`src/rtl/frame_latch.sv`:
```
// Double-buffered game-board latch: producer fills a back buffer column by column,
// and the renderer sees a front buffer that only changes at vblank after a commit.

package game_state_pkg;
  localparam int BOARD_COLS = 10;
  localparam int BOARD_ROWS = 20;

  typedef struct packed {
    logic [BOARD_COLS-1:0][BOARD_ROWS-1:0] screen;
  } game_state_t;
endpackage

// One board column: back-buffer word plus its front-buffer copy.
module frame_latch_col #(
  parameter int BOARD_ROWS = 20
) (
  input  logic                  clk,
  input  logic                  reset,
  input  logic                  wr_en_i,
  input  logic [BOARD_ROWS-1:0] wr_data_i,
  input  logic                  swap_i,
  output logic [BOARD_ROWS-1:0] front_o
);
  logic [BOARD_ROWS-1:0] back_q, back_d;
  logic [BOARD_ROWS-1:0] front_q, front_d;

  always_comb begin
    back_d  = back_q;
    front_d = front_q;
    if (wr_en_i) back_d  = wr_data_i;
    if (swap_i)  front_d = back_q;
  end

  always_ff @(posedge clk or posedge reset) begin
    if (reset) begin
      back_q  <= '0;
      front_q <= '0;
    end else begin
      back_q  <= back_d;
      front_q <= front_d;
    end
  end

  assign front_o = front_q;
endmodule

module frame_latch #(
  parameter int BOARD_COLS       = game_state_pkg::BOARD_COLS,
  parameter int BOARD_ROWS       = game_state_pkg::BOARD_ROWS,
  parameter int COL_BITS         = $clog2(BOARD_COLS),
  parameter int SWAP_COUNT_WIDTH = 16
) (
  input  logic                               clk,
  input  logic                               reset,
  input  logic                               vblank_start,
  input  logic                               wr_valid,
  output logic                               wr_ready,
  input  logic [COL_BITS-1:0]                wr_col,
  input  logic [BOARD_ROWS-1:0]              wr_data,
  input  logic                               wr_last,
  output game_state_pkg::game_state_t        frame,
  output logic                               frame_pending,
  output logic                               frame_swapped,
  output logic [SWAP_COUNT_WIDTH-1:0]        swap_count,
  output logic                               col_err
);
  localparam logic [0:0] ST_LOAD    = 1'b0;
  localparam logic [0:0] ST_PENDING = 1'b1;
  localparam logic [COL_BITS-1:0] LAST_COL = COL_BITS'(BOARD_COLS - 1);

  logic [0:0]                  state_q, state_d;
  logic                        swapped_q, swapped_d;
  logic [SWAP_COUNT_WIDTH-1:0] count_q, count_d;
  logic                        err_q, err_d;

  logic accept, col_ok, swap;
  logic [BOARD_COLS-1:0][BOARD_ROWS-1:0] front;

  // Handshake depends only on state, so wr_ready has no path from wr_valid.
  assign accept = wr_valid && (state_q == ST_LOAD);
  assign col_ok = (wr_col <= LAST_COL);
  assign swap   = (state_q == ST_PENDING) && vblank_start;

  genvar c;
  generate
    for (c = 0; c < BOARD_COLS; c++) begin : g_col
      frame_latch_col #(.BOARD_ROWS(BOARD_ROWS)) u_col (
        .clk       (clk),
        .reset     (reset),
        .wr_en_i   (accept && (wr_col == COL_BITS'(c))),
        .wr_data_i (wr_data),
        .swap_i    (swap),
        .front_o   (front[c])
      );
    end
  endgenerate

  always_comb begin
    state_d   = state_q;
    swapped_d = swap;
    count_d   = count_q;
    err_d     = err_q;
    if (accept && !col_ok) err_d = 1'b1;
    // Commit wins over a coincident vblank: that frame is skipped, not torn.
    if (accept && wr_last) state_d = ST_PENDING;
    if (swap) begin
      state_d = ST_LOAD;
      count_d = count_q + 1'b1;
    end
  end

  always_ff @(posedge clk or posedge reset) begin
    if (reset) begin
      state_q   <= ST_LOAD;
      swapped_q <= 1'b0;
      count_q   <= '0;
      err_q     <= 1'b0;
    end else begin
      state_q   <= state_d;
      swapped_q <= swapped_d;
      count_q   <= count_d;
      err_q     <= err_d;
    end
  end

  assign frame.screen  = front;
  assign wr_ready      = (state_q == ST_LOAD);
  assign frame_pending = (state_q == ST_PENDING);
  assign frame_swapped = swapped_q;
  assign swap_count    = count_q;
  assign col_err       = err_q;
endmodule

```
`config.mk`:
```
export PLATFORM = sky130hd
export DESIGN_NAME = frame_latch
export DESIGN_NICKNAME = d
export VERILOG_FILES = /design/src/rtl/frame_latch.sv
export SDC_FILE = /design/constraint.sdc
export NUM_CORES = 1
export LEC_CHECK = 0
export BUFFER_PORTS_ARGS = -buffer_cell sky130_fd_sc_hd__buf_2
export CAP_MARGIN = 10
export CELL_PAD_IN_SITES_DETAIL_PLACEMENT = 0
export CELL_PAD_IN_SITES_GLOBAL_PLACEMENT = 2
export CORE_ASPECT_RATIO = 2
export CORE_UTILIZATION = 37
export DETAILED_ROUTE_END_ITERATION = 12
export PLACE_DENSITY = 0.89
export SYNTH_ARGS = -nofsm -noshare
export SYNTH_HDL_FRONTEND = slang
export SYNTH_SLANG_ARGS = --single-unit
```
`constraint.sdc`:
```
create_clock -name clk -period 15.15 [get_ports clk]
set_input_delay 0.7575 -clock clk [delete_from_list [all_inputs] [get_ports clk]]
set_output_delay 0.7575 -clock clk [all_outputs]
set_load 0.01 [all_outputs]
```
Yosys cells after proc, flatten, opt, wreduce, memory -nomap -nowiden
Cells that the tools add are included.
W data, S select, Z words.
- reduce and logical (&&, ||, !) cells: 17
- magnitude comparators: 1
- mux-type cells: 2
- equal/unequal tests: 9
- $add $sub $neg: 1
- bitwise logic cells: 1
- operators with widths (kind ; count):
    $add A16 B1 Y16 const B ; 1
    $eq A4 B3 Y1 const B ; 4
    $logic_and A1 B1 Y1 ; 14
    $eq A4 B2 Y1 const B ; 2
    $eq A4 B4 Y1 const B ; 2
    $eq A4 B1 Y1 const B ; 1
    $le A4 B4 Y1 const B ; 1
    $logic_not A4 Y1 ; 1
    $mux W1 ; 2
    $reduce_bool A2 Y1 ; 1
    $logic_not A1 Y1 ; 1
    $not A1 Y1 ; 1
- flip-flop bits (word level): 419
- word-level logic and storage cells: 55
- input bits: 29

Longest topological paths before layout
Gate-level depths: netlist (run 1).
- word-level depth: 5
- gate-level depth with buffers: 6
- mapped depth without buffers: 5

Hierarchy
From an unflattened synthesis (run 1), not the netlist that was laid out.
- cells, all modules: 935
- area total of the unflattened synthesis: 17419.2 um2
- by module, submodules not included (module ; times used ; cells each ; area an instance (um2)):
    frame_latch_col ; 10 ; 85 ; 1650.3
    frame_latch ; 1 ; 85 ; 915.9

Least setup slack after synthesis (run 1)
No wires, ideal clock.
- kind: input-to-reg
- start: input wr_col[3]
- end: register g_col[3].u_col.back_q[0]
- stages: 4
- arrival: 1832 ps
- path buffers: 1
- path slack: 13194 ps
- required time: 15025 ps
- cell sequence: nor4b_2 > and3_1 > buf_2 > mux2_2
- cells in the longest elaborated chain, start to end: 2
- ends and longest elaborated chain (what ; line ; source):
    from (decl) ; 58 ; input logic [COL_BITS-1:0] wr_col,
    $eq A4 B2 Y1 ; 90 ; .wr_en_i (accept && (wr_col == COL_BITS'(c))),
    $logic_and A1 B1 Y1 ; 90 ;
    to (signal assigned) ; 39 ; back_q <= back_d;
    to (decl) ; 24 ; logic [BOARD_ROWS-1:0] back_q, back_d;
Every way passes these cells.
A chain may end at the register's enable or synchronous reset.

Worst setup path in the final report (run 1)
- start: register state_q (netlist: frame_pending)
- end: register g_col[8].u_col.front_q[4]
- cells in the longest elaborated chain, start to end: 1
- ends and longest elaborated chain (what ; line ; source):
    from (decl) ; 71 ; logic [0:0] state_q, state_d;
    from (signal assigned) ; 119 ; state_q <= state_d;
    $logic_and A1 B1 Y1 ; 82 ; assign swap = (state_q == ST_PENDING) && vblank_start;
    to (signal assigned) ; 40 ; front_q <= front_d;
    to (decl) ; 25 ; logic [BOARD_ROWS-1:0] front_q, front_d;
Every way passes these cells.

==> results.cfg, run 1 <==
[status]
status = completed

[finish]
fin_nets = 1616
diodes = 0
final_cells = 2153
fill_cells = 4023
finish.utilization = 0.448
drive_above_1_share = 0.327
final_common_cell = nand2_1
register_area_sq_um = 10500
multiInputGateArea_sq_um = 4920
stdcell_area_sq_um = 18800
area_growth_pct = 19.2
layout_common_cells = nand2_1 (618), dfrtp_1 (419), buf_2 (248)

[pwr]
peakVddDrop_mv = 0.103
total_power_mw = 3.31
leakage_nw = 10.0
power_density_nw_per_um2 = 176

[die]
rows = 106
die_x_um = 148
die_h_um = 294
io_pins = 249
dieArea_sq_um = 43400
initial_core_util = 0.376
core_area_sq_um = 41900

[setup_path]
cp.buffers_inverters = 2
path_common_cell = nand2_1
slowest_stage = buf_4
cp-end-kind = flop
critPathMaxStageDelay_ns = 0.93
cpLargestDelayFamily = buffers and inverters
worst-setup-path-type = flop to flop
cp-start-kind = flop
path_max_fanout = 110
required_ns = 15.62
path_cells = nand2_4 -> inv_6 -> buf_4 -> nand2_1 -> nand2_1
worst_ep_arrival_time_ns = 3.47

[grt]
grt_pass1_vias = 10410
grt-ovfl-total = 0
grt_use_total = 0.201
grt_max_degree = 132
antenna_found_initial = 2
grt_pass1_wl_um = 64400

[timing]
period_minus_slack_ns = 3.00
max_slew_margin = 0.231
layout_setup_ws_ns = 12.15
setup_viol = 0
final.period_utilization = 0.198
finalHoldViolCount = 0
grt_setup_unrepaired = false
max_freq_mhz = 333
final.setup_skew_ns = 0.0165
hold_ws_ns = 0.417
finalMaxSlewViolations = 0
setup_tns_ns = 0
tightest_slew_ns = 1.15

[synthesis]
syn_nets = 1403
synth_largest_area_cell = dfrtp_1
syn_inst = 1373
yosysSeqAreaShare = 0.666
syn_area_per_cell_sq_um = 11.5
synth.distinct_cells = 26
synth_area_sq_um = 15700
yosysWarningCount = 0
yosysTopAreaCellShare = 0.666
synth_seq_cells = 419
synthTopCellsByArea = dfrtp_1 (67%), nand2_1 (15%), mux2_2 (14%), clkbuf_1 (1.1%), buf_1 (0.55%)

[placed_design]
dpl-instance-area_sq_um = 17400
dp_cells = 2085
portBuffers = 248
hpwl_um = 26800
gp_congestion = 0.786
dp_slack_ns = 11.67

[cts]
htree_levels = 2
cts.sinks = 419
path_clk_slew_ns = 0.06
root_buffer = clkbuf_16
cts_tree = yes
clock_path_buffers = 3
cts_setup_buffers = 0
cts-resized-gates = 0
clock_latency_ns = 0.54
cts_buffers = 39
cts_hold_repair.buffers = 0

[detailed_routing]
drt_pass1_iterations = 4
drc = 0
routed_via_density = 4.81
drtIter0Drc = 538
antenna_left = 0
avgRoutedWirePerCell_um = 19.8
vias = 10346
wl_um = 42700

[job]
maxCapViolCount = 0

[hold_path]
hold_path_class = input pin to asynchronous set/reset pin
==> final timing paths <==
path	startpoint	endpoint	slack, ns	depth (start not counted)
worst max-delay path	frame_pending	g_col[8].u_col.front_o[4]	12.15	5
worst min-delay path	reset	g_col[0].u_col.front_o[12]	0.42	2
worst max register to register	frame_pending	g_col[8].u_col.front_o[4]	12.15	5
worst min register to register	g_col[8].u_col.back_q[11]	g_col[8].u_col.front_o[11]	0.46	2
max in group asynchronous	reset	g_col[3].u_col.front_o[15]	12.31	4
min in group clk	g_col[8].u_col.back_q[11]	g_col[8].u_col.front_o[11]	0.46	2
==> kinds of logic after synthesis <==
logic type / share of synthesized area
AND/OR/NAND/NOR: 0.159
flip-flops: 0.666
multiplexers: 0.143
buffers and inverters: 0.0219
XOR/XNOR: 0.00834
AO/OA/AOI/OAI: 0.000794
adder cells (fa/ha/maj): 0.000794
==> power breakdown <==
| group | internal (mW) | leakage, nW | switching [mW] |
|---|---|---|---|
| Combinational | 0.291 | 4.01 | 0.360 |
| Clock | 0.617 | 0.675 | 0.418 |
| Sequential | 1.43 | 5.34 | 0.189 |
| Total | 2.34 | 10.0 | 0.968 |
==> registers in the layout, indices dropped and copies added (netlist names) <==
register / count
frame_swapped: 1
swap_count: 16
col_err: 1
frame_pending: 1
g_col.u_col.front_o: 200
g_col.u_col.back_q: 200
==> routing by layer <==
layer,routed length [um],global-route usage,part of all wire,up-vias
li1,-,-,-,4779
met5,0,0,0,-
met4,1660,0.0847,0.039,0
met3,1510,0.0236,0.035,79
met2,22300,0.359,0.52,256
met1,17200,0.244,0.40,5232
==> synthesized netlist by cell type, drive strengths merged <==
library cell and n:
nand3b 1, clkbuf 46, nand2 619, or4 1, nor2b 2, o21bai 1
o21ai 1, or2 1, xor2 7, buf 38, nand4 4, nand3 5
clkinv 1, nor4b 1, and3 3, nor3 2, dfrtp 419, ha 1
nor4 1, and4bb 1, nor2 8, xnor2 8, inv 2, mux2 200
==> layout make-up <==
class	count	area share
sequential	419	0.559
multi-input combinational	867	0.262
timing repair buffer	256	0.0693
clock buffer	55	0.0616
tap	540	0.0360
clock inverter	13	0.0105
inverter	3	0.00127
Power figures use the tool's default switching activity.
==> inputs of run 2 (changes only) <==
CORE_UTILIZATION = 33   (was 37)
PLACE_DENSITY = 0.85   (was 0.89)
clock period = 2.55 ns   (was 15.15 ns; I/O delays follow)
==> run 2 against run 1 <==
  * Worst hold slack got worse by 0.38 ns
  * Setup slack got worse by 11 ns
  * Die area up 12%
  * First-iteration DRC count fell by 5.0%
  * Combinational power rose to 6.0 times the previous value
  * Final cell count is 5.5% higher
  * Sequential share of layout area fell by 1.2 points
  * Sequential cell count stayed put
  * Maximum frequency is 60% higher
  * Clock power grew to 5.9 times the previous value
  * Critical path type unchanged
  * Largest power group unchanged
==> results.cfg, run 2 (synthesized netlist as in run 1, its figures left out) <==
[die]
io_pins = 249
rows = 112
dieArea_sq_um = 48600
core_area_sq_um = 46800
die_x_um = 156
initial_core_util = 0.336
die_h_um = 311

[placed_design]
dpl-instance-area_sq_um = 17800
dp_slack_ns = 0.655
gp_congestion = 0.725
portBuffers = 248
hpwl_um = 28700
dp_cells = 2194

[detailed_routing]
routed_via_density = 4.61
drtIter0Drc = 511
avgRoutedWirePerCell_um = 19.4
vias = 10469
antenna_left = 0
drc = 0
wl_um = 44200
drt_pass1_iterations = 4

[finish]
final_cells = 2271
area_growth_pct = 21.8
drive_above_1_share = 0.334
layout_common_cells = nand2_1 (618), dfrtp_1 (419), buf_2 (248)
final_common_cell = nand2_1
stdcell_area_sq_um = 19200
finish.utilization = 0.410
fin_nets = 1644

[timing]
tightest_slew_ns = 0.792
finalHoldViolCount = 0
final.setup_skew_ns = 0.0111
finalMaxSlewViolations = 0
period_minus_slack_ns = 1.88
setup_viol = 0
layout_setup_ws_ns = 0.670
hold_ws_ns = 0.0403
max_freq_mhz = 532
grt_setup_unrepaired = false
max_slew_margin = 0.472
final.period_utilization = 0.737

[grt]
grt_pass1_wl_um = 67000
grt_max_degree = 153
grt-ovfl-total = 0
grt_use_total = 0.186
grt_pass1_vias = 10733
antenna_found_initial = 6

[setup_path]
worst-setup-path-type = flop to flop
r2r_start = frame_pending
rr_worst_depth = 4
critPathLaunch = frame_pending
cp-end-kind = flop
worst_ep_arrival_time_ns = 2.30
required_ns = 2.97
crit_end = g_col[3].u_col.back_q[14]
path_max_fanout = 20
reg2reg_setup_slack_ns = 0.67
cp-start-kind = flop
r2r-end = g_col[3].u_col.back_q[14]

[cts]
htree_levels = 2
cts-resized-gates = 0
root_buffer = clkbuf_16
clock_path_buffers = 3
cts_hold_repair.buffers = 6
path_clk_slew_ns = 0.07
cts.sinks = 419
cts_buffers = 39
cts_tree = yes
cts_setup_buffers = 0
clock_latency_ns = 0.53

[status]
status = completed

[pwr]
leakage_nw = 10.2
power_density_nw_per_um2 = 1030
peakVddDrop_mv = 0.493

[job]
maxCapViolCount = 0

[hold_path]
hold_path_class = input pin to flop
==> run 2: cell types whose count changed in the layout (fill, tap and decap cells not counted), sizes merged <==
cell         before  now
diode             0    1
clkbuf           55   58
dlygate4sd3       0    6
clkinvlp          0    2
bufinv            5    4
inv               5    3
buf             256  278
==> run 2: metrics by stage <==
stage                     power, mW  setup TNS, ns
after global routing           20.8              0
after global placement         13.6              0
final                          19.7              0
after CTS                      20.0              0
after floorplan                11.7       -1352.96
after detailed placement       13.8              0
==> run 2: how the worst min path moves through the flow <==
stage                            start                         end  slack (ns)  cells past startpoint
after CTS                    wr_col[0]   g_col[2].u_col.back_q[19]        0.01                      4
after global routing         wr_col[0]   g_col[2].u_col.back_q[19]        0.06                      4
final                        wr_col[0]   g_col[2].u_col.back_q[19]        0.04                      4
after floorplan           vblank_start               frame_pending        0.22                      1
after detailed placement         reset  g_col[2].u_col.front_o[19]        0.19                      2
after global placement           reset  g_col[2].u_col.front_o[19]        0.19                      2
==> run 2: report_power, final <==
part           total [mW]  switching [mW]  internal (mW)
Sequential           9.63            1.13           8.50
Clock                6.18            2.52           3.67
Combinational        3.90            2.14           1.77
Total                19.7            5.78           13.9
==> run 2: worst max-delay path, stage by stage (launching register included) <==
cell and delay, ns:
dfrtp_1 0.46, nor4b_2 0.43, and3_1 0.22, buf_4 0.28, mux2_2 0.37
==> run 2: layer usage <==
metal / vias to the layer above / share of wire / GRT usage
li1: 4840 / - / -
met2: 278 / 0.52 / 0.325
met3: 58 / 0.050 / 0.0248
met4: 0 / 0.031 / 0.0746
met1: 5293 / 0.40 / 0.227
met5: - / 0 / 0
==> run 2: cell type report <==
class / count / area [sq um]
antenna: 1 / 2.50
clock buffer: 58 / 1200
clock inverter: 12 / 166
fill: 4657 / 27600
inverter: 3 / 20.0
multi-input combinational: 867 / 4920
sequential: 419 / 10500
tap: 627 / 785
timing repair buffer: 284 / 1600
==> inputs of run 3 (changes only) <==
CORE_UTILIZATION = 37   (was 33)
PLACE_DENSITY = 0.89   (was 0.85)
clock period = 1.88 ns   (was 2.55 ns; I/O delays follow)
==> run 3 against run 2 <==
  * Wire length decreased by 2.9%
  * First-iteration DRC count decreased by 20%
  * Critical path depth unchanged
  * Design area decreased by 0.53%
  * Sequential share of layout area increased by 0.29 points
  * Sequential power increased by 35%
  * Clock power increased by 21%
  * Critical endpoint is now g_col[3].u_col.back_q[8]
  * Largest power group unchanged
==> results.cfg, run 3 (synthesized netlist as in run 1, its figures left out) <==
[timing]
finalHoldViolCount = 0
final.period_utilization = 0.947
final.setup_skew_ns = 0.0164
period_minus_slack_ns = 1.78
setup_viol = 0
finalMaxSlewViolations = 0
hold_ws_ns = 0.0497
grt_setup_unrepaired = false
max_slew_margin = 0.491
setup_tns_ns = 0
tightest_slew_ns = 0.764
max_freq_mhz = 562

[hold_path]
hold_path_class = input pin to asynchronous set/reset pin

[finish]
fin_nets = 1650
layout_common_cells = nand2_1 (618), dfrtp_1 (419), buf_2 (248)
stdcell_area_sq_um = 19100
final_common_cell = nand2_1
drive_above_1_share = 0.330
area_growth_pct = 21.2
finish.utilization = 0.455

[setup_path]
cp.buffers_inverters = 1
worst-setup-path-type = flop to flop
path_max_fanout = 20
path_cells = nor4b_2 -> and3_1 -> buf_12 -> mux2_2
r2r_start = frame_pending
cp-end-kind = flop
worst_ep_arrival_time_ns = 2.20
rr_worst_depth = 4
reg2reg_setup_slack_ns = 0.1
r2r-end = g_col[3].u_col.back_q[8]
cpLargestDelayFamily = simple AND/OR/NAND/NOR gates
cp-start-kind = flop
required_ns = 2.29
critPathMaxStageDelay_ns = 0.44
slowest_stage = dfrtp_1

[grt]
grt_pass1_vias = 10697
antenna_found_initial = 2
grt_max_degree = 108
grt_use_total = 0.204
grt-ovfl-total = 0
grt_pass1_wl_um = 65700

[die]
die_x_um = 148
dieArea_sq_um = 43400
io_pins = 249
initial_core_util = 0.376
core_area_sq_um = 41900
rows = 106
die_h_um = 294

[pwr]
power_density_nw_per_um2 = 1350
total_power_mw = 25.8
leakage_nw = 10.2
peakVddDrop_mv = 0.716

[cts]
htree_levels = 2
cts_setup_buffers = 0
cts_hold_repair.buffers = 7
clock_latency_ns = 0.54
cts-resized-gates = 0
cts_tree = yes
path_clk_slew_ns = 0.07
root_buffer = clkbuf_16
clock_path_buffers = 3
cts_buffers = 39
cts.sinks = 419

[detailed_routing]
drt_pass1_iterations = 4
wl_um = 42900
routed_via_density = 4.80
vias = 10482
avgRoutedWirePerCell_um = 19.6
drtIter0Drc = 410
drc = 0
antenna_left = 0

[placed_design]
hpwl_um = 27900
gp_congestion = 0.792
dpl-instance-area_sq_um = 17800
portBuffers = 248

[job]
maxCapViolCount = 0

[status]
status = completed
-- run 3: cell types whose count changed in the layout (fill, tap and decap cells not counted), sizes merged --
cell	delta
buf	+5
bufinv	-3
clkbuf	-2
clkinv	-2
inv	+2
clkinvlp	-1
dlygate4sd3	+1
-- run 3: where the power goes --
group	switching (mW)	internal (mW)	total (mW)
registers	1.48	11.5	13.0
clock network	3.29	4.20	7.49
logic	2.90	2.43	5.34
-- run 3: worst register-to-register path: cells and delay by family (launching register included) --
kind,cells,cell delay [ns]
buf+inv,1,0.18
simple gates,2,0.68
mux,1,0.37
flops,1,0.44
-- run 3: how the worst max path moves through the flow --
| stage | slack [ns] | startpoint | depth (start not counted) | to |
|---|---|---|---|---|
| after floorplan | -3.87 | reset | 1 | col_err |
| after global placement | 0.18 | frame_pending | 4 | g_col[3].u_col.back_q[15] |
| after detailed placement | 0.12 | frame_pending | 4 | g_col[3].u_col.back_q[8] |
| after CTS | 0.11 | frame_pending | 4 | g_col[3].u_col.back_q[16] |
| after global routing | 0.03 | frame_pending | 4 | g_col[3].u_col.back_q[8] |
| final | 0.1 | frame_pending | 4 | g_col[3].u_col.back_q[8] |
-- run 3: per-layer routing --
layer  part of all wire  vias to the layer above  global-route usage
met5                  0                        -                   0
met2               0.53                      262               0.367
li1                   -                     4856                   -
met1               0.40                     5299               0.246
met4              0.033                        0              0.0800
met3              0.039                       65              0.0259
-- run 3: layout make-up --
class	instances	area [sq um]
inverter	3	20.0
tap	540	676
antenna	1	2.50
clock inverter	8	76.3
clock buffer	56	1100
fill	3992	22800
timing repair buffer	290	1800
multi-input combinational	867	4920
sequential	419	10500
-- run 3: stage by stage --
stage / worst slack, ns / cells
2_1_floorplan: -3.87 / 1373
3_3_place_gp: 0.177 / 2112
3_5_place_dp: 0.116 / 2112
4_1_cts: 0.106 / 2183
5_1_grt: 0.0257 / 2183
6_report: 0.0999 / 2184
